**config.mk**
```make
export PLATFORM = sky130hd
export DESIGN_NAME = muldiv_seq
export DESIGN_NICKNAME = d
export VERILOG_FILES = /design/src/rtl/muldiv_seq.sv
export SDC_FILE = /design/constraint.sdc
export NUM_CORES = 1
export LEC_CHECK = 0
export ABC_AREA = 0
export ABC_CLOCK_PERIOD_IN_PS = 6600
export CAP_MARGIN = 20
export CELL_PAD_IN_SITES_DETAIL_PLACEMENT = 0
export CELL_PAD_IN_SITES_GLOBAL_PLACEMENT = 1
export CORE_UTILIZATION = 44
export CTS_CLUSTER_DIAMETER = 200
export DETAILED_ROUTE_END_ITERATION = 6
export GPL_TIMING_DRIVEN = 0
export PLACE_DENSITY_LB_ADDON = 0.1
export SLEW_MARGIN = 10
export SYNTH_ARGS = -nofsm -noshare
export SYNTH_HDL_FRONTEND = slang
export SYNTH_SLANG_ARGS = --single-unit
```
**constraint.sdc**
```tcl
create_clock -name clk -period 6.6 [get_ports clk]
set_clock_uncertainty 0.1 [all_clocks]
set_input_delay 0.99 -clock clk [delete_from_list [all_inputs] [get_ports clk]]
set_output_delay 0.99 -clock clk [all_outputs]
set_load 0.02 [all_outputs]
```
**src/rtl/muldiv_seq.sv**
```systemverilog
// Iterative MULT/DIV sequencer owning HI/LO; stalls the pipe while busy.
// Optional MULDIV_SEQ_EARLY_OUT_EN: zero-multiplier and divide-by-zero early exit.
`timescale 1ns/1ps
module muldiv_seq #(
  parameter int WIDTH = 32
) (
  input  logic             clk,
  input  logic             rst,
  input  logic             i_MD_start,
  input  logic [2:0]       i_MD_op,
  input  logic [WIDTH-1:0] i_MD_a,
  input  logic [WIDTH-1:0] i_MD_b,
  input  logic             i_MD_flush,
  input  logic             i_MD_read,
  output logic             o_MD_busy,
  output logic             o_MD_stall,
  output logic             o_MD_done,
  output logic [WIDTH-1:0] o_MD_hi,
  output logic [WIDTH-1:0] o_MD_lo
);

  localparam int CW = $clog2(WIDTH);
  localparam logic [CW-1:0] CNT_TOP = CW'(WIDTH - 1);

  typedef enum logic [1:0] {
    IDLE,
    CALC,
    FIX
  } state_t;

  state_t             state;
  logic [CW-1:0]      cnt;
  logic [2*WIDTH-1:0] acc;
  logic [WIDTH-1:0]   opd;
  logic               is_div;
  logic               neg_q;
  logic               neg_r;
  logic               dz;
  logic               done_q;
  logic [WIDTH-1:0]   hi_q;
  logic [WIDTH-1:0]   lo_q;

  logic               sgn_op;
  logic               md_op;
  logic               a_neg;
  logic               b_neg;
  logic [WIDTH-1:0]   a_mag;
  logic [WIDTH-1:0]   b_mag;
  logic [WIDTH-1:0]   rem;
  logic [WIDTH-1:0]   quo;
  logic [WIDTH:0]     m_sum;
  logic [WIDTH:0]     d_trial;
  logic [2*WIDTH-1:0] m_next;
  logic [2*WIDTH-1:0] d_next;

  assign sgn_op = ~i_MD_op[0];
  assign md_op  = ~i_MD_op[2];
  assign a_neg  = sgn_op & i_MD_a[WIDTH-1];
  assign b_neg  = sgn_op & i_MD_b[WIDTH-1];
  assign a_mag  = a_neg ? -i_MD_a : i_MD_a;
  assign b_mag  = b_neg ? -i_MD_b : i_MD_b;
  assign rem    = acc[2*WIDTH-1:WIDTH];
  assign quo    = acc[WIDTH-1:0];

  // upper half is partial product (mul) or remainder (div)
  always_comb begin
    m_sum   = {1'b0, rem} + (acc[0] ? {1'b0, opd} : '0);
    m_next  = {m_sum, acc[WIDTH-1:1]};
    d_trial = {rem, acc[WIDTH-1]} - {1'b0, opd};
    d_next  = d_trial[WIDTH] ? {acc[2*WIDTH-2:0], 1'b0}
                             : {d_trial[WIDTH-1:0], acc[WIDTH-2:0], 1'b1};
  end

`ifdef MULDIV_SEQ_EARLY_OUT_EN
  logic [WIDTH-1:0] mask;
  assign mask = (WIDTH'(1) << cnt) - WIDTH'(1);
`endif

  always_ff @(posedge clk or posedge rst) begin
    if (rst) begin
      state  <= IDLE;
      cnt    <= '0;
      acc    <= '0;
      opd    <= '0;
      is_div <= 1'b0;
      neg_q  <= 1'b0;
      neg_r  <= 1'b0;
      dz     <= 1'b0;
      done_q <= 1'b0;
      hi_q   <= '0;
      lo_q   <= '0;
    end else if (i_MD_flush) begin
      state  <= IDLE;
      done_q <= 1'b0;
    end else begin
      done_q <= 1'b0;
      unique case (state)
        IDLE: begin
          if (i_MD_start && !done_q) begin
            unique case (1'b1)
              md_op: begin
                is_div <= i_MD_op[1];
                neg_q  <= a_neg ^ b_neg;
                neg_r  <= a_neg;
                dz     <= i_MD_op[1] & (i_MD_b == '0);
                opd    <= i_MD_op[1] ? b_mag : a_mag;
                acc    <= {{WIDTH{1'b0}}, (i_MD_op[1] ? a_mag : b_mag)};
                cnt    <= CNT_TOP;
                state  <= CALC;
`ifdef MULDIV_SEQ_EARLY_OUT_EN
                if (i_MD_b == '0) begin
                  acc   <= {(i_MD_op[1] ? a_mag : '0), {WIDTH{1'b0}}};
                  state <= FIX;
                end
`endif
              end
              (i_MD_op == 3'd4): hi_q <= i_MD_a;
              (i_MD_op == 3'd5): lo_q <= i_MD_a;
              default: ;
            endcase
          end
        end
        CALC: begin
          acc <= is_div ? d_next : m_next;
          cnt <= cnt - CW'(1);
          if (cnt == '0) state <= FIX;
`ifdef MULDIV_SEQ_EARLY_OUT_EN
          // remaining iterations would only shift; do them at once
          if (!is_div && cnt != '0 && (m_next[WIDTH-1:0] & mask) == '0) begin
            acc   <= m_next >> cnt;
            state <= FIX;
          end
`endif
        end
        FIX: begin
          if (is_div) begin
            lo_q <= dz ? '1 : (neg_q ? -quo : quo);
            hi_q <= neg_r ? -rem : rem;
          end else begin
            {hi_q, lo_q} <= neg_q ? -acc : acc;
          end
          done_q <= 1'b1;
          state  <= IDLE;
        end
        default: state <= IDLE;
      endcase
    end
  end

  assign o_MD_busy  = (state != IDLE);
  assign o_MD_stall = o_MD_busy & (i_MD_start | i_MD_read);
  assign o_MD_done  = done_q;
  assign o_MD_hi    = hi_q;
  assign o_MD_lo    = lo_q;

endmodule

```
==> results of run 1 <==
==> power breakdown <==
part / switching (mW) / internal (mW)
logic: 3.24 / 2.12
registers: 0.647 / 1.51
clock network: 0.480 / 0.497
total: 4.36 / 4.13
==> kinds of logic (layout without fill, tap and decap cells) <==
| group | after synthesis | in the layout | synth area share (%) |
|---|---|---|---|
| adder cells (fa/ha/maj) | 72 | 72 | 6.28 |
| XOR/XNOR | 175 | 175 | 10.5 |
| flip-flops | 172 | 172 | 29.5 |
| buffers and inverters | 173 | 341 | 4.50 |
| AO/OA/AOI/OAI | 645 | 645 | 26.4 |
| multiplexers | 53 | 53 | 3.69 |
| AND/OR/NAND/NOR | 596 | 596 | 19.1 |
==> placed cells by master (no fill, tap or decap), drive strengths merged, types with 5 or more instances in the layout <==
cell type,count
dfrtp,172
o22ai,29
a211oi,14
xnor2,108
a31oi,15
mux2i,47
or3,23
nand2b,24
a21o,37
nor3b,5
xor2,67
mux2,6
nand3,24
o31ai,28
buf,11
nand4,11
inv,66
nor2,180
o21a,9
a221o,9
ha,70
o41ai,11
a21oi,178
o211ai,19
nand2,197
or2,8
clkbuf,120
clkinv,7
and3,15
clkdlybuf4s50,135
nor4,22
nor2b,14
a22oi,14
o21ai,244
and2,8
or4,13
nor3,43
==> metal layers <==
layer / global-route usage [%] / wire (µm)
met4: 10.5 / 1670
met2: 54.7 / 26300
met1: 51.7 / 27300
met5: 0 / 0
met3: 6.02 / 5490
==> how the worst max path moves through the flow <==
stage / from / to / slack, ns / cells after the start
after floorplan: rst / acc[0]$_DFFE_PP0P_ / 0.85 / 1
after global placement: rst / acc[19]$_DFFE_PP0P_ / -1.81 / 2
after detailed placement: acc[31]$_DFFE_PP0P_ / acc[32]$_DFFE_PP0P_ / 1.92 / 15
after CTS: acc[31]$_DFFE_PP0P_ / acc[32]$_DFFE_PP0P_ / 1.88 / 15
after global routing: acc[31]$_DFFE_PP0P_ / acc[32]$_DFFE_PP0P_ / 1.55 / 15
final: acc[31]$_DFFE_PP0P_ / acc[32]$_DFFE_PP0P_ / 1.69 / 15
==> stage by stage <==
step | instance area, µm² | setup TNS (ns)
floorplan | 14600 | 0
global placement | 16500 | -306.85
detailed placement | 16500 | 0
CTS | 17100 | 0
global route | 17100 | 0
finish | 17100 | 0
==> worst max-delay path, delay by kind of cell (launching register included) <==
kind                       cells  cell delay, ns
AOI/OAI and AO/OA              7            2.19
adders and majority gates      2            0.63
buffers and inverters          3            0.84
DFF                            1            0.51
and+or+nand+nor                3            0.48
==> area by class of cell <==
class | instances | area, µm²
clock buffer | 21 | 450
fill | 3327 | 15500
sequential | 172 | 4300
inverter | 64 | 248
buffer | 109 | 415
tap | 442 | 553
timing repair buffer | 136 | 1380
multi-input combinational | 1541 | 9620
clock inverter | 11 | 86.3
==> sequential cells by signal (all words and copies together), names as in the netlist <==
name and count:
neg_r 1, is_div 1, state 2, neg_q 1
o_MD_hi 32, o_MD_done 1, o_MD_lo 32, dz 1
cnt 5, acc 64, opd 32
==> run summary, run 1 <==
clk sinks: 172
final wirelength: 60.8 mm
share of post-route cells with drive strength above 1: 3.12%
Antenna diodes: 0
count leader, synth: o21ai_0
CP endpoint kind: flop
Routed WL per cell: 24.4 µm
Die Height: 184 µm
Die Footprint: 0.0339 mm²
GRT Util Overall: 35.9%
Hold Crit Class: flop to flop
Fin. Hold Viols: 0
RSZ-0062 raised after global routing: no
TritonCTS clock tree: done
Starting DRT DRC Count: 1,789
Synth area leader: dfrtp_1
post-route setup slack: 1.69 ns
peak supply drop: 0.270 mV
reg2reg path depth: 15
Setup CP Type: flop to flop
Area growth syn-to-layout: 17.0%
CTS Hold Bufs: 0
Core Util, Final: 52.4%
chip width: 184 µm
Hold Startpoint: o_MD_hi[17]$_DFFE_PP0P_
end of the worst register-to-register path: acc[32]$_DFFE_PP0P_
H-Tree Level Count: 4
nets@finish: 2,185
top post-synthesis cells by area: dfrtp_1 30%, o21ai_0 8.3%, xnor2_1 6.5%
pin count of the biggest net entering global routing: 97
clock-pin slew on the worst setup and hold paths: 0.08 ns
number of instances in the placed design: 2,464
Total Power: 8.49 mW
critical path's most frequent cell: o211ai_1
Initial Util: 44.8%
CP Max Fanout: 10
Synth Register Bits: 172
GRT overflow: 0
final slew viol count: 0
clock latency on the worst-skew pair: 0.45 ns
DP HPWL: 48.6 mm
slowest stage cell, crit path: o31ai_1
maxcap violations: 0
initial antenna violation count: 0
synthesized cell area: 0.0146 mm²
Seq/Total Area, Yosys: 29.5%
CP cell instances: inv_1 > ha_1 > fa_1 > nand2b_1 > a21oi_1 > o211ai_1 > o31ai_1 > o211ai_1 > nor4b_1 > a221oi_2 > buf_2 > buf_2 > nand2_1 > o211ai_1 > o221ai_1
final setup fails: 0
worst reg2reg path startpoint: acc[31]$_DFFE_PP0P_
antenna viol nets, final: 0
Clock Path Buffers: 2
Slew @ Worst Pin: 0.959 ns
FMAX: 204 MHz
Cell variety after synth: 72
status: complete, no violations
Routability Congestion: 0.977
main flop type after synthesis: dfrtp_1
hold path endpoint: o_MD_hi[17]$_DFFE_PP0P_
dpl ws: 1.92 ns
Worst R2R Setup Slack: 1.69 ns
max incr delay on CP: 0.74 ns
Tmin final: 4.91 ns
Cells after Synth: 1,886
Hold Crit Depth: 2
post-CTS sizing: 0
# DRC: 0
Syn Area/Cell: 7.73 µm²
CP arrival: 5.12 ns
post-DR vias/cell: 6.17
drt pass-1 iters: 5
FFs w/ async S/R, synth: 100%
WHS: 0.373 ns
via count: 15,403
Slew HR: 34.4%
PD cells: 498 mW/mm²
WP data required: 6.80 ns
static leakage: 7.09 nW
setup bufs post-CTS: 0
vias in the first global route: 14,043
most frequent cells after synthesis: 241 x o21ai_0, 196 x nand2_1, 180 x nor2_1
Synth top area share: 29.5%
Critical Path Source Type: flop
I/O Buffers: 135
Rows: 66
Post-synth EDFFs: 0
total CTS buffers: 17
Core Region: 0.0325 mm²
final non-filler cell total: 2,496
period utilisation layout: 74.4%
CTS Root Cell: clkbuf_16
I/O pin cnt: 139
syn_nets: 2,030
Syn. warnings: 0
first-pass GRT wire length: 89.3 mm
No activity file was read; power rests on OpenSTA's default activity.
==> inputs of run 2 (changes only) <==
--- a/config.mk
+++ b/config.mk
@@ -6,11 +6,11 @@
 export NUM_CORES = 1
 export LEC_CHECK = 0
 export ABC_AREA = 0
-export ABC_CLOCK_PERIOD_IN_PS = 6600
+export ABC_CLOCK_PERIOD_IN_PS = 4100
 export CAP_MARGIN = 20
 export CELL_PAD_IN_SITES_DETAIL_PLACEMENT = 0
 export CELL_PAD_IN_SITES_GLOBAL_PLACEMENT = 1
-export CORE_UTILIZATION = 44
+export CORE_UTILIZATION = 40
 export CTS_CLUSTER_DIAMETER = 200
 export DETAILED_ROUTE_END_ITERATION = 6
 export GPL_TIMING_DRIVEN = 0
==> constraint.sdc (replaced) <==
create_clock -name clk -period 4.1 [get_ports clk]
set_clock_uncertainty 0.1 [all_clocks]
set_input_delay 0.615 -clock clk [delete_from_list [all_inputs] [get_ports clk]]
set_output_delay 0.615 -clock clk [all_outputs]
set_load 0.02 [all_outputs]
==> run 2 against run 1 <==
The run now ends with design-rule violations left. Sequential share of layout area decreased by 0.38 points. Die area is 9.9% higher. Combinational power rose by 64%. Final area grew 1.6%. Critical path type unchanged. Sequential power increased by 62%. Worst setup slack worse by 1.5 ns. Non-clock buffer count grew 7. Power rose by 65%. Register-to-register slack got worse by 1.5 ns. Final cell count increased by 1.0%.
==> run summary, run 2 (same netlist as run 1, synthesis figures left out) <==
CP endpoint kind: flop
H-Tree Level Count: 4
most frequent cells in the layout: 239 x o21ai_0, 196 x nand2_1, 180 x nor2_1
CP arrival: 4.17 ns
final slew viol count: 0
CP Max Fanout: 6
chip width: 193 µm
final non-filler cell total: 2,522
GRT Util Overall: 34.0%
Largest register FFs: 64
clock-pin slew on the worst setup and hold paths: 0.08 ns
Setup CP Type: flop to flop
nets@finish: 2,192
WP data required: 4.34 ns
clock latency on the worst-skew pair: 0.46 ns
static leakage: 7.19 nW
via count: 15,324
CP cell instances: and2_1 > ha_1 > inv_1 > fa_1 > nand2b_1 > a21oi_2 > o21ai_2 > nor3_2 > o41ai_4 > o211ai_1 > nand3_1 > o31ai_1 > xor2_1 > a221o_1
Die Footprint: 0.0372 mm²
Slew HR: 33.0%
Top delay family on crit path: compound AO/OA/AOI/OAI gates
final setup fails: 0
critical path startpoint: acc[0]$_DFFE_PP0P_
Total Power: 14.0 mW
max incr delay on CP: 0.48 ns
status: finished with violations
final wirelength: 63.1 mm
vias in the first global route: 14,451
peak supply drop: 0.374 mV
maxcap violations: 0
Clock Path Buffers: 2
RSZ-0062 raised after global routing: no
Hold Crit Class: flop to flop
CTS Hold Bufs: 0
CTS Root Cell: clkbuf_16
placed inst area: 0.0166 mm²
Hold Startpoint: o_MD_hi[22]$_DFFE_PP0P_
Routed WL per cell: 25.0 µm
period utilisation layout: 95.7%
post-DR vias/cell: 6.08
first-pass GRT wire length: 92.6 mm
Slew @ Worst Pin: 1.01 ns
GRT overflow: 0
share of post-route cells with drive strength above 1: 4.22%
total CTS buffers: 17
Critical Path Source Type: flop
Biggest register: acc
initial antenna violation count: 0
Initial Util: 40.8%
Layout fillers: 3,628
number of instances in the placed design: 2,487
setup TNS: 0 ns
CP bufs+invs: 1
Routability Congestion: 0.906
I/O pin cnt: 139
clk sinks: 172
Rows: 69
drt pass-1 iters: 7
TritonCTS clock tree: done
worst reg2reg path startpoint: acc[0]$_DFFE_PP0P_
slowest stage cell, crit path: dfrtp_1
Tmin final: 3.92 ns
pin count of the biggest net entering global routing: 38
PD cells: 809 mW/mm²
FMAX: 255 MHz
Starting DRT DRC Count: 1,447
Antenna diodes: 0
commonest non-fill, non-tap cell in the layout: o21ai_0
Core Util, Final: 48.5%
# DRC: 23
DP HPWL: 50.7 mm
Area growth syn-to-layout: 18.8%
violated checks: design-rule violations
I/O Buffers: 135
Die Height: 193 µm
fin area: 0.0173 mm²
antenna viol nets, final: 0
Fin. Hold Viols: 0
Core Region: 0.0357 mm²
[run 2: changes by cell type in the layout (fill, tap and decap cells not counted), sizes merged]
cell	before	now
inv	66	69
clkbuf	120	118
buf	11	16
clkinv	7	4
clkinvlp	2	4
bufinv	0	2
[run 2: final timing paths]
kind	end	slack, ns	cells after the start
setup reg to reg	acc[61]$_DFFE_PP0P_	0.18	14
hold reg to reg	o_MD_hi[22]$_DFFE_PP0P_	0.38	2
hold / removal	o_MD_hi[22]$_DFFE_PP0P_	0.38	2
min in group asynchronous	o_MD_hi[21]$_DFFE_PP0P_	0.46	2
setup / recovery	acc[61]$_DFFE_PP0P_	0.18	14
max in group asynchronous	opd[24]$_DFFE_PP0P_	2.39	5
[run 2: tightest hold or removal path: cells and delay by family (launching register included)]
kind	cells	cell delay, ns
DFF	1	0.34
AOI/OAI and AO/OA	1	0.06
and+or+nand+nor	1	0.04
[run 2: stage by stage]
step | hold WS, ns | setup WS [ns]
after global placement | 0.364 | -0.633
after CTS | 0.387 | -0.0318
after detailed placement | 0.371 | -0.614
after floorplan | 0.350 | 0.522
final | 0.379 | 0.175
after global routing | 0.402 | 0.0123
[run 2: layer usage]
| metal | global-route usage, % | routed length (µm) |
|---|---|---|
| met5 | 0 | 0 |
| met4 | 13.4 | 2330 |
| met3 | 3.98 | 4790 |
| met2 | 51.6 | 27200 |
| met1 | 48.7 | 28800 |
[run 2: area by class of cell]
class | count | area, µm² | share of cell area, %
plain buffers | 109 | 429 | 2.48
clock buffers | 17 | 425 | 2.46
clock inverters | 15 | 175 | 1.01
inverters | 64 | 244 | 1.41
multi-input cells | 1541 | 9690 | 56.0
flip-flops and latches | 172 | 4310 | 24.9
well taps | 461 | 577 | 3.33
repair buffers | 143 | 1470 | 8.51
[run 2: what timing repair did]
action | CTS | global route
pin swaps | 1 | 4
buffers inserted | 1 | 2
endpoints found under the setup margin | 34 | 37
gates cloned | 0 | 0
endpoints found under the hold margin | 0 | 0
resized for setup | 9 | 14
[run 2: where the power goes]
group | switching, mW | internal (mW) | leakage [nW] | total [mW]
registers | 1.05 | 2.43 | 2.14 | 3.49
logic | 5.29 | 3.49 | 4.77 | 8.78
clock network | 0.826 | 0.920 | 0.286 | 1.75
==> inputs of run 3 (changes only) <==
--- a/config.mk
+++ b/config.mk
@@ -10,9 +10,10 @@
 export CAP_MARGIN = 20
 export CELL_PAD_IN_SITES_DETAIL_PLACEMENT = 0
 export CELL_PAD_IN_SITES_GLOBAL_PLACEMENT = 1
-export CORE_UTILIZATION = 40
+export CORE_UTILIZATION = 35
 export CTS_CLUSTER_DIAMETER = 200
 export DETAILED_ROUTE_END_ITERATION = 6
+export DONT_BUFFER_PORTS = 1
 export GPL_TIMING_DRIVEN = 0
 export PLACE_DENSITY_LB_ADDON = 0.1
 export SLEW_MARGIN = 10
==> run 3 against run 2 <==
The run now ends clean. Final area fell by 7.6%. Combinational power fell by 13%. First-iteration DRC count fell by 18%. Die area rose by 14%. Final cell count fell by 2.4%. Critical path type unchanged. Largest cell class unchanged.
==> run summary, run 3 (same netlist as run 1, synthesis figures left out) <==
clock-pin slew on the worst setup and hold paths: 0.08 ns
Initial Util: 35.6%
chip width: 206 µm
TritonCTS clock tree: done
fin area: 0.0160 mm²
Reg power frac: 29.9%
Core Region: 0.0409 mm²
clk sinks: 172
number of instances in the placed design: 2,423
FF+latch area: 0.00431 mm²
maxcap violations: 0
DP HPWL: 51.9 mm
I/O pin cnt: 139
Routed WL per cell: 26.0 µm
FMAX: 253 MHz
WHS: 0.0290 ns
Hold Crit Class: input pin to asynchronous set/reset pin
dpl ws: -0.785 ns
Core Util, Final: 39.1%
first-pass GRT wire length: 93.0 mm
Total Power: 13.2 mW
setup TNS: 0 ns
vias in the first global route: 13,875
Starting DRT DRC Count: 1,185
initial antenna violation count: 0
Slew HR: 34.2%
PD cells: 825 mW/mm²
peak supply drop: 0.251 mV
I/O Buffers: 0
post-DR vias/cell: 5.82
# DRC: 0
Routability Congestion: 0.922
GRT Util Overall: 30.1%
CTS Root Cell: clkbuf_16
Setup CP Type: flop to flop
commonest non-fill, non-tap cell in the layout: o21ai_0
final wirelength: 64.0 mm
via count: 14,330
period utilisation layout: 96.3%
WP data required: 4.34 ns
Switching Share: 53.0%
Area growth syn-to-layout: 9.84%
share of total power in combinational logic: 58.0%
Die Height: 206 µm
nets@finish: 2,062
area of the multi-input gates: 0.00966 mm²
Critical Path Source Type: flop
Fin. Hold Viols: 0
Tmin final: 3.95 ns
clock latency on the worst-skew pair: 0.47 ns
total CTS buffers: 17
H-Tree Level Count: 4
Die Footprint: 0.0425 mm²
CP Max Fanout: 10
sw power: 7.00 mW
CP arrival: 4.19 ns
Layout fillers: 4,308
antenna viol nets, final: 0
share of post-route cells with drive strength above 1: 4.66%
static leakage: 6.65 nW
Biggest register: acc
final setup fails: 0
Clk pwr share: 12.1%
most frequent cells in the layout: 238 x o21ai_0, 196 x nand2_1, 180 x nor2_1
CP endpoint kind: flop
Antenna diodes: 0
CTS Hold Bufs: 0
Clock Path Buffers: 2
placed inst area: 0.0153 mm²
Largest register FFs: 64
internal power: 6.21 mW
Rows: 74
GRT overflow: 0
status: complete, no violations
post-route setup slack: 0.151 ns
Slew @ Worst Pin: 0.987 ns
final non-filler cell total: 2,462
pin count of the biggest net entering global routing: 39
drt pass-1 iters: 6
final slew viol count: 0
-- run 3: cell count changes in the layout (fill, tap and decap cells not counted), sizes merged --
cell	previous run	this run
inv	69	62
buf	16	23
clkdlybuf4s50	135	0
clkinvlp	4	6
bufinv	2	0
clkinv	4	5
clkbuf	118	121
-- run 3: critical path, cell delays in order, from the launching register on --
cell      delay [ns]
dfrtp_2         0.47
inv_2           0.14
clkbuf_4        0.23
nor2_1          0.07
ha_1            0.36
a21oi_1         0.26
nand2_1         0.09
a221o_1         0.41
o211ai_1        0.27
nand2_1         0.14
o41ai_1         0.57
o21ai_0         0.22
xor2_1          0.18
a221o_1         0.30
-- run 3: final timing paths --
check,from,to,slack [ns],depth (start not counted)
hold / removal,rst,o_MD_lo[30]$_DFFE_PP0P_,0.03,1
setup / recovery,acc[0]$_DFFE_PP0P_,acc[60]$_DFFE_PP0P_,0.15,13
setup reg to reg,acc[0]$_DFFE_PP0P_,acc[60]$_DFFE_PP0P_,0.15,13
max in group asynchronous,rst,acc[20]$_DFFE_PP0P_,2.83,4
min in group clk,i_MD_op[0],neg_q$_DFFE_PP0P_,0.15,1
hold reg to reg,opd[18]$_DFFE_PP0P_,opd[18]$_DFFE_PP0P_,0.38,2
-- run 3: layout make-up --
cell class / instances / area share (%)
buffer: 109 / 2.72
sequential: 172 / 26.9
multi-input combinational: 1541 / 60.3
clock buffer: 22 / 2.96
inverter: 64 / 1.52
clock inverter: 9 / 0.406
timing repair buffer: 13 / 1.00
tap: 532 / 4.16
-- run 3: power by group through the flow --
stage               combinational (mW)  clock, mW  sequential (mW)
floorplan                         5.43          0             3.43
global placement                  7.39          0             3.93
detailed placement                7.40          0             3.94
CTS                               7.54       1.62             3.91
global route                      8.41       1.67             4.04
finish                            7.67       1.59             3.95
-- run 3: timing repair --
| item | CTS | global route |
|---|---|---|
| buffers inserted | 5 | 3 |
| resized for setup | 13 | 14 |
| pin swaps | 3 | 3 |
| hold endpoints to repair | 0 | 0 |
| setup endpoints to repair | 41 | 30 |
-- run 3: metal layers --
layer | share of wire [%] | track usage [%]
met3 | 7.8 | 6.40
met4 | 2.3 | 9.03
met5 | 0 | 0
met2 | 44 | 46.5
met1 | 46 | 41.8
